**src/rtl/rv_pkg.sv**
```systemverilog
// Shared constants for the RV32 front end: datapath width, NOP encoding,
// the default reset vector and the sequential PC increment.
package rv_pkg;
  localparam int XLEN = 32;
  localparam logic [XLEN-1:0] INSTR_NOP        = 32'h0000_0013;
  localparam logic [XLEN-1:0] RESET_PC_DEFAULT = 32'h0000_0000;
  localparam logic [XLEN-1:0] PC_STEP          = 32'd4;
endpackage

```
**src/rtl/fetch_unit_fifo.sv**
```systemverilog
// Synchronous FIFO holding fetched {pc, instr} pairs; flush empties it in one
// cycle and takes priority over a simultaneous push or pop.
module fetch_fifo #(
  parameter int DEPTH = 2,
  parameter int W     = 64
) (
  input  logic                     clk,
  input  logic                     rst,
  input  logic                     push,
  input  logic                     pop,
  input  logic                     flush,
  input  logic [W-1:0]             wdata,
  output logic [W-1:0]             rdata,
  output logic                     full,
  output logic                     empty,
  output logic [$clog2(DEPTH):0]   count
);
  localparam int AW = $clog2(DEPTH);
  localparam int CW = AW + 1;

  logic [W-1:0]  mem [DEPTH];
  logic [AW-1:0] wr_ptr_q, wr_ptr_d;
  logic [AW-1:0] rd_ptr_q, rd_ptr_d;
  logic [CW-1:0] count_q, count_d;
  logic          do_push, do_pop;

  assign full  = (count_q == CW'(DEPTH));
  assign empty = (count_q == '0);
  assign count = count_q;
  assign rdata = mem[rd_ptr_q];

  // A push into a full FIFO is only accepted if the head leaves in the same cycle.
  assign do_push = push && (!full || pop);
  assign do_pop  = pop && !empty;

  always_comb begin
    wr_ptr_d = wr_ptr_q;
    rd_ptr_d = rd_ptr_q;
    count_d  = count_q;
    if (flush) begin
      wr_ptr_d = '0;
      rd_ptr_d = '0;
      count_d  = '0;
    end else begin
      if (do_push) wr_ptr_d = wr_ptr_q + AW'(1);
      if (do_pop)  rd_ptr_d = rd_ptr_q + AW'(1);
      if (do_push && !do_pop)      count_d = count_q + CW'(1);
      else if (!do_push && do_pop) count_d = count_q - CW'(1);
    end
  end

  always_ff @(posedge clk) begin
    if (rst) begin
      wr_ptr_q <= '0;
      rd_ptr_q <= '0;
      count_q  <= '0;
    end else begin
      wr_ptr_q <= wr_ptr_d;
      rd_ptr_q <= rd_ptr_d;
      count_q  <= count_d;
    end
  end

  always_ff @(posedge clk) begin
    if (do_push && !flush) mem[wr_ptr_q] <= wdata;
  end
endmodule

```
**src/rtl/fetch_unit.sv**
```systemverilog
// Instruction fetch: owns the PC, issues one outstanding imem request at a
// time, buffers responses for decode and discards fetches made stale by redirects.
module fetch_unit
  import rv_pkg::*;
#(
  parameter logic [31:0] RESET_PC  = RESET_PC_DEFAULT,
  parameter int          BUF_DEPTH = 2
) (
  input  logic        clk,
  input  logic        rst,
  input  logic        redirect_valid,
  input  logic [31:0] redirect_target,
  output logic        imem_req_valid,
  input  logic        imem_req_ready,
  output logic [31:0] imem_req_addr,
  input  logic        imem_rsp_valid,
  input  logic [31:0] imem_rsp_data,
  output logic        out_valid,
  input  logic        out_ready,
  output logic [31:0] out_pc,
  output logic [31:0] out_instr
);
  typedef enum logic [1:0] {REQ, WAIT, DROP} state_t;

  state_t         state_q, state_d;
  logic [XLEN-1:0] pc_q, pc_d;
  logic [XLEN-1:0] req_pc_q, req_pc_d;
  logic           req_fire;
  logic           fifo_push, fifo_pop, fifo_flush;
  logic           fifo_full, fifo_empty;
  logic [63:0]    fifo_rdata;
  logic [$clog2(BUF_DEPTH):0] fifo_count;

  assign imem_req_valid = (state_q == REQ) && !fifo_full && !rst;
  assign imem_req_addr  = pc_q;
  assign req_fire       = imem_req_valid && imem_req_ready;

  assign out_valid = !fifo_empty;
  assign out_pc    = fifo_empty ? '0 : fifo_rdata[63:32];
  assign out_instr = fifo_empty ? '0 : fifo_rdata[31:0];
  assign fifo_pop  = out_valid && out_ready;

  always_comb begin
    state_d    = state_q;
    pc_d       = pc_q;
    req_pc_d   = req_pc_q;
    fifo_push  = 1'b0;
    fifo_flush = 1'b0;
    case (state_q)
      REQ: begin
        if (req_fire) begin
          req_pc_d = pc_q;
          pc_d     = pc_q + PC_STEP;
          state_d  = WAIT;
        end
      end
      WAIT: begin
        if (imem_rsp_valid) begin
          fifo_push = 1'b1;
          state_d   = REQ;
        end
      end
      DROP: begin
        if (imem_rsp_valid) state_d = REQ;
      end
      default: state_d = REQ;
    endcase
    // Redirect overrides everything: any request in flight now belongs to the
    // wrong path, so its response must be swallowed in DROP.
    if (redirect_valid) begin
      pc_d       = {redirect_target[31:2], 2'b00};
      fifo_flush = 1'b1;
      fifo_push  = 1'b0;
      case (state_q)
        REQ:     state_d = req_fire ? DROP : REQ;
        WAIT:    state_d = imem_rsp_valid ? REQ : DROP;
        DROP:    state_d = imem_rsp_valid ? REQ : DROP;
        default: state_d = REQ;
      endcase
    end
  end

  always_ff @(posedge clk) begin
    if (rst) begin
      state_q <= REQ;
      pc_q    <= RESET_PC;
    end else begin
      state_q <= state_d;
      pc_q    <= pc_d;
    end
  end

  always_ff @(posedge clk) begin
    req_pc_q <= req_pc_d;
  end

  fetch_fifo #(
    .DEPTH (BUF_DEPTH),
    .W     (64)
  ) u_fifo (
    .clk   (clk),
    .rst   (rst),
    .push  (fifo_push),
    .pop   (fifo_pop),
    .flush (fifo_flush),
    .wdata ({req_pc_q, imem_rsp_data}),
    .rdata (fifo_rdata),
    .full  (fifo_full),
    .empty (fifo_empty),
    .count (fifo_count)
  );
endmodule

```
**config.mk**
```make
export PLATFORM = sky130hd
export DESIGN_NAME = fetch_unit
export DESIGN_NICKNAME = d
export VERILOG_FILES = /design/src/rtl/rv_pkg.sv /design/src/rtl/fetch_unit_fifo.sv /design/src/rtl/fetch_unit.sv
export SDC_FILE = /design/constraint.sdc
export NUM_CORES = 1
export LEC_CHECK = 0
export ABC_AREA = 0
export CAP_MARGIN = 10
export CORE_ASPECT_RATIO = 2
export CORE_UTILIZATION = 50
export CTS_CLUSTER_DIAMETER = 50
export CTS_CLUSTER_SIZE = 10
export DETAILED_ROUTE_END_ITERATION = 16
export MAX_ROUTING_LAYER = met4
export PLACE_DENSITY_LB_ADDON = 0.2
export SYNTH_ARGS = -nofsm -noshare
export SYNTH_HDL_FRONTEND = slang
export SYNTH_HIERARCHICAL = 1
export SYNTH_SLANG_ARGS = --single-unit
```
**constraint.sdc**
```tcl
create_clock -name clk -period 11 [get_ports clk]
set_input_delay 1.65 -clock clk [delete_from_list [all_inputs] [get_ports clk]]
set_output_delay 1.65 -clock clk [all_outputs]
set_load 0.01 [all_outputs]
```
* After elaboration in Yosys (flattened, before gate mapping)
Memory sizes are Yosys's and may differ from the RTL's. A register that Yosys moved wholly into a read port is not among the register bits. Index checks and enable logic that the tools add are counted.
Word-level totals: bits in latches 0, bits in writable memories 128, register bits 70, input port bits 70, bits in read-only memories 0, memories kept 1, output and inout bits 98
Cells by class: shift operators 0, $mul 0, div/mod/pow operators 0, multiplexer cells 22, order comparisons 0, equal/unequal tests 5, bitwise gates (word level) 0, add/sub/neg operators 5, reductions and logical operators 27
Memory list:
- u_fifo.mem | depth 2, bits a word 64, read ports 1, clocked after Yosys merged registers in 1, write ports 1, line fetch_unit_fifo.sv:21 | logic [W-1:0] mem [DEPTH];
Operators by type and width (number):
- 32-bit two-way mux | 5
- 32-bit by 3-bit adder with 32-bit output (second input constant) | 1
- 2-bit two-way mux | 7
- 1-bit logical AND | 9
- 1-bit two-way mux | 8
- 2-bit case mux with 2 select lines | 2
- 1-bit logical NOT | 6
- 2-bit AND reduction | 3
- 2-bit nonzero test | 3
- 2-bit OR reduction | 3
- 2-bit equality test (second input constant) | 2
- 2-bit logical NOT | 2
- 3-bit by 1-bit != test with 1-bit output (second input constant) | 1
- 3-bit != test (second input constant) | 1
- 1-bit adder (second input constant) | 2
- 2-bit by 1-bit adder with 2-bit output (second input constant) | 1
- 2-bit by 1-bit equality test with 1-bit output (second input constant) | 1
- 2-bit by 1-bit subtractor with 2-bit output (second input constant) | 1
- 1-bit logical OR | 1

* Longest topological paths before layout
depth after elaboration 9, mapped depth 10, mapped depth without buffers 9

* Hierarchy
The synthesis kept the hierarchy.
By module, submodules not included:
- fetch_fifo | seq. area each 3943.8 sq um, times used 1, area an instance 4877.2 sq um, cells each 226
- fetch_unit | seq. area each 1541.5 sq um, times used 1, area an instance 3399.5 sq um, cells each 371

* Worst setup path before layout
OpenSTA, ideal clock, no wires.
path kind input to register, start input redirect_valid, end memory u_fifo.mem[1][0] (enable), arrival 7.242 ns, setup slack 3.178 ns, data required time 10.421 ns, stages 6, setup time 0.579 ns, cell sequence inv_1 clkbuf_1 clkbuf_1 and3_1 o21ai_2 nor3b_1
Between the ends: word-level cells in the longest chain between the ends 5, elaborated cells on any way between the ends 7, those cells by class 4 x mux; 3 x reduce/logical
Ends and longest elaborated chain:
- start, declared | line fetch_unit.sv:11 | input logic redirect_valid,
- 1-bit two-way mux | line fetch_unit.sv:70 | if (redirect_valid) begin
- named net fifo_push | line fetch_unit.sv:29 | logic fifo_push, fifo_pop, fifo_flush;
- 1-bit logical AND | line fetch_unit_fifo.sv:33 | assign do_push = push && (!full || pop);
- 1-bit logical AND | line fetch_unit_fifo.sv:65 | if (do_push && !flush) mem[wr_ptr_q] <= wdata;
- 1-bit two-way mux | line fetch_unit_fifo.sv:65
- 1-bit two-way mux (not written as such) | line fetch_unit_fifo.sv:65
- end, declared | line fetch_unit_fifo.sv:21
The timed path passes the listed nets, and every way through them passes these cells.

* Worst setup path in the final report
start input rst, end output imem_req_valid
Between the ends: word-level cells in the longest chain between the ends 2
Ends and longest elaborated chain:
- start, declared | line fetch_unit.sv:10 | input logic rst,
- 1-bit logical NOT | line fetch_unit.sv:34 | assign imem_req_valid = (state_q == REQ) && !fifo_full && !rst;
- 1-bit logical AND | line fetch_unit.sv:34
- end, declared | line fetch_unit.sv:13 | output logic imem_req_valid,
Every way passes these cells.

==> impl_metrics.csv <==
group,metric,value,unit
clock_network,cts.repair.resized,0,
worst_setup_path,end_kind,"output pin",
clock_network,post_cts_buffers,0,
timing,tightest_slew,1.16,ns
worst_setup_path,crit_cells,4,
timing,setup_viol,0,
synth,synth_cells,597,
synth,ys_warn_count,6,
synth,avgSynthCellArea,13.9,sq um
min_path,hold_end,"u_fifo/mem[1][53]",
worst_setup_path,crit_path_start_kind,"input port",
worst_setup_path,crit_fanout,49,
clock_network,clk_latency,0.42,ns
clock_network,cts_hold_buf,0,
floorplan,die_area,17100,sq um
synth,synth-async-reset-ratio,0,%
timing,worst_clock_skew,0.00922,ns
worst_setup_path,crit_required,9.35,ns
detailed_routing,vias_per_cell,5.47,
pwr,power.share.sequential,54.2,%
worst_setup_path,critical_path.top_delay_family,"buffers and inverters",
pwr,power.density,144,nW/um^2
worst_setup_path,r2r.worst_path.cells,6,
timing,hold_viol_final,0,
detailed_routing,detail_route.first_pass.iterations,4,
timing,fmax,208,MHz
timing,min_period,4.80,ns
worst_setup_path,path_class,"in2out",
floorplan,die_y,184,um
synth,synth_top_family_by_area,"simple AND/OR/NAND/NOR gates",
pwr,swShare,20.6,%
timing,holdWs,0.445,ns
pwr,p_comb_share,5.7,%
min_path,hp-class,"reg2reg",
timing,slew_headroom,22.4,%
synth,synth_area,8280,sq um
clock_network,cts.path.max_buffers,2,
cells_and_area,fill_cells,1255,
global_routing,grt_start_max_net_pins,67,
pwr,power_frac_clock,40.1,%
clock_network,cts_root_buf,"clkbuf_16",
cells_and_area,synthToLayoutAreaGrowth,28.6,%
timing,fin_setup_tns,0,ns
floorplan,fp.dieW,93.0,um
placed_design,place_congestion,0.822,
pwr,vdd_ir_drop_max,0.0970,mV
floorplan,coreArea,16200,sq um
synth,synthAdderAreaFrac,0.756,%
global_routing,first_global_vias,5355,
clock_network,cts_tree,"yes",
floorplan,rows,66,
clock_network,htree_num_levels,4,
placed_design,io_buffers,163,
synth,ys_ff_latch,195,
synth,ys_seq_area_share,66.3,%
detailed_routing,drc,0,
detailed_routing,ant_nets,0,
worst_setup_path,rr_startpoint,"u_fifo/count[0]",
synth,synth_compound_area_share,5.28,%
cells_and_area,fin_util,65.8,%
detailed_routing,drt-initial-drc-count,260,
clock_network,clock_sinks,195,
clock_network,cts_inserted_buffers,17,
global_routing,track_usage,20.5,%
cells_and_area,multi_input_area,2580,sq um
synth,synthXorXnorAreaFrac,1.06,%
detailed_routing,routedWlPerCell,17.0,um
placed_design,dpl.cell_count,938,
cells_and_area,stdcell_count,970,
timing,rsz0062_at_grt,"false",
pwr,p_int,1220,uW
floorplan,ioPinCount,168,
cells_and_area,drive_above_1_share,6.27,%
worst_setup_path,slowest_delay,0.58,ns
pwr,p_switching,316,uW
cells_and_area,insertedDiodeCount,0,
global_routing,grt_overflow,0,
global_routing,antenna_found_initial,0,
worst_setup_path,r2r_setup_slack,7.78,ns
timing,slew_violations,0,
synth,synth-simple-area-share,14.7,%
global_routing,grt_pass1_wl,26100,um
synth,yosys_most_used_dff,"edfxtp_1",
min_path,hold_start,"req_pc_q[21]",
synth,synth_edf_count,158,
job,drv_cap,0,
clock_network,clk_pin_slew,0.07,ns
pwr,power,1530,uW
worst_setup_path,path_common_cell,"clkdlybuf4s50_1",
min_path,holdPathStages,0,
cells_and_area,regArea,5490,sq um
synth,yosysUniqueCellTypes,49,
placed_design,hpwlAfterDp,10700,um
timing,fin_crit_sh,43.6,%
synth,synth.area.mux_share,8.83,%
detailed_routing,drt-total-wl,16500,um
floorplan,initial_core_util,51.1,%
worst_setup_path,worstReg2RegEnd,"imem_req_addr[25]",
worst_setup_path,slowest_stage,"clkdlybuf4s50_1",
pwr,power.leakage,0.00349,uW
worst_setup_path,cp_num_buf_inv,3,
worst_setup_path,path_cells,"clkdlybuf4s50_1 -> buf_4 -> nor3b_1 -> clkdlybuf4s50_1",
run_status,status,"complete, no violations",
cells_and_area,fin_nets,828,
detailed_routing,dr_total_vias,5307,
worst_setup_path,cp_data_arrival_time,3.15,ns
==> flip-flops by register name, indices dropped and copies added, names as in the netlist, named ones only <==
register / count
imem_req_addr: 30
req_pc_q: 30
u_fifo/wr_ptr_q: 1
u_fifo/rd_ptr_q: 1
u_fifo/mem: 128
state_q: 2
u_fifo/count: 2
==> worst reg2reg max path: stages, from the launching register on <==
cell and delay, ns:
dfxtp_1 0.47, nand2b_1 0.19, inv_1 0.07, nand4bb_1 0.55
or4_1 0.97, or3_1 0.48, a2111oi_1 0.37
==> per-stage QoR <==
step	cell area (sq um)	setup WS, ns
after global placement	10000	6.12
after global routing	10600	6.13
after floorplan	8300	3.18
after detailed placement	10000	6.04
after CTS	10600	6.20
final	10600	6.20
==> metal layers <==
layer  part of all wire [%]  GRT usage [%]
met1                     39           21.8
met2                     55           36.2
met3                    3.5           3.39
met4                    2.7           10.0
met5                      0              -
==> power groups by stage <==
stage	registers [uW]	clock network, uW	logic, uW
floorplan	845	0	32.3
global placement	845	0	84.0
detailed placement	846	0	87.3
CTS	830	630	87.8
global route	833	660	94.1
finish	831	616	87.2
==> cells in the mapped netlist (all sizes together) (3+ instances only) <==
master | instances | area, sq um
a21oi | 6 | 30.0
buf | 15 | 119
or3 | 10 | 62.6
xor2 | 6 | 52.6
nand3 | 15 | 75.1
nand2b | 3 | 18.8
nand2 | 24 | 90.1
ha | 5 | 62.6
and4 | 5 | 43.8
o31ai | 6 | 45.0
nor4 | 8 | 56.3
nor3b | 7 | 52.6
a311oi | 14 | 123
xnor2 | 4 | 35.0
nor2b | 71 | 444
edfxtp | 158 | 4740
o21ai | 9 | 48.8
nor3 | 10 | 50.1
nor2 | 29 | 109
clkbuf | 22 | 82.6
a2111oi | 7 | 63.8
a211oi | 10 | 75.1
nand4 | 9 | 56.3
inv | 13 | 48.8
and3 | 8 | 50.1
or4 | 9 | 67.6
mux2 | 64 | 721
dfxtp | 37 | 741
==> cell families after synthesis <==
group | after synthesis
buffers and inverters | 50
DFF | 195
xor gates and xnor gates | 10
other | 1
muxes | 65
and+or+nand+nor | 213
AOI/OAI and AO/OA | 58
adders and majority gates | 5
==> cell usage in the layout, fill, tap and decap left out, drive strengths merged, types with 8 or more instances in the layout <==
master and count:
or4 9, nand4 9, nor4 8, o21ai 9, nand2 24, nand3 15
a311oi 14, nor2b 71, inv 19, a211oi 10, or3 10, clkbuf 23
edfxtp 158, mux2 64, and3 8, nor2 29, nor3 10, dfxtp 37
clkdlybuf4s50 163
==> worst max-delay path by stage <==
stage / slack [ns] / startpoint / end
6_report: 6.20 / rst / imem_req_valid
5_1_grt: 6.13 / rst / imem_req_valid
4_1_cts: 6.20 / rst / imem_req_valid
3_5_place_dp: 6.04 / redirect_valid / u_fifo/mem[1][10]
3_3_place_gp: 6.12 / redirect_valid / u_fifo/mem[1][4]
2_1_floorplan: 3.18 / redirect_valid / u_fifo/mem[1][0]
==> layout make-up <==
cell class              count  share of cell area (%)
well taps                 204                    2.40
clock buffers              23                    4.80
repair buffers            169                    15.7
multi-input cells         357                    24.2
inverters                  13                   0.458
clock inverters             9                   0.823
flip-flops and latches    195                    51.6
Note: power is estimated with default switching activity, not from simulation.
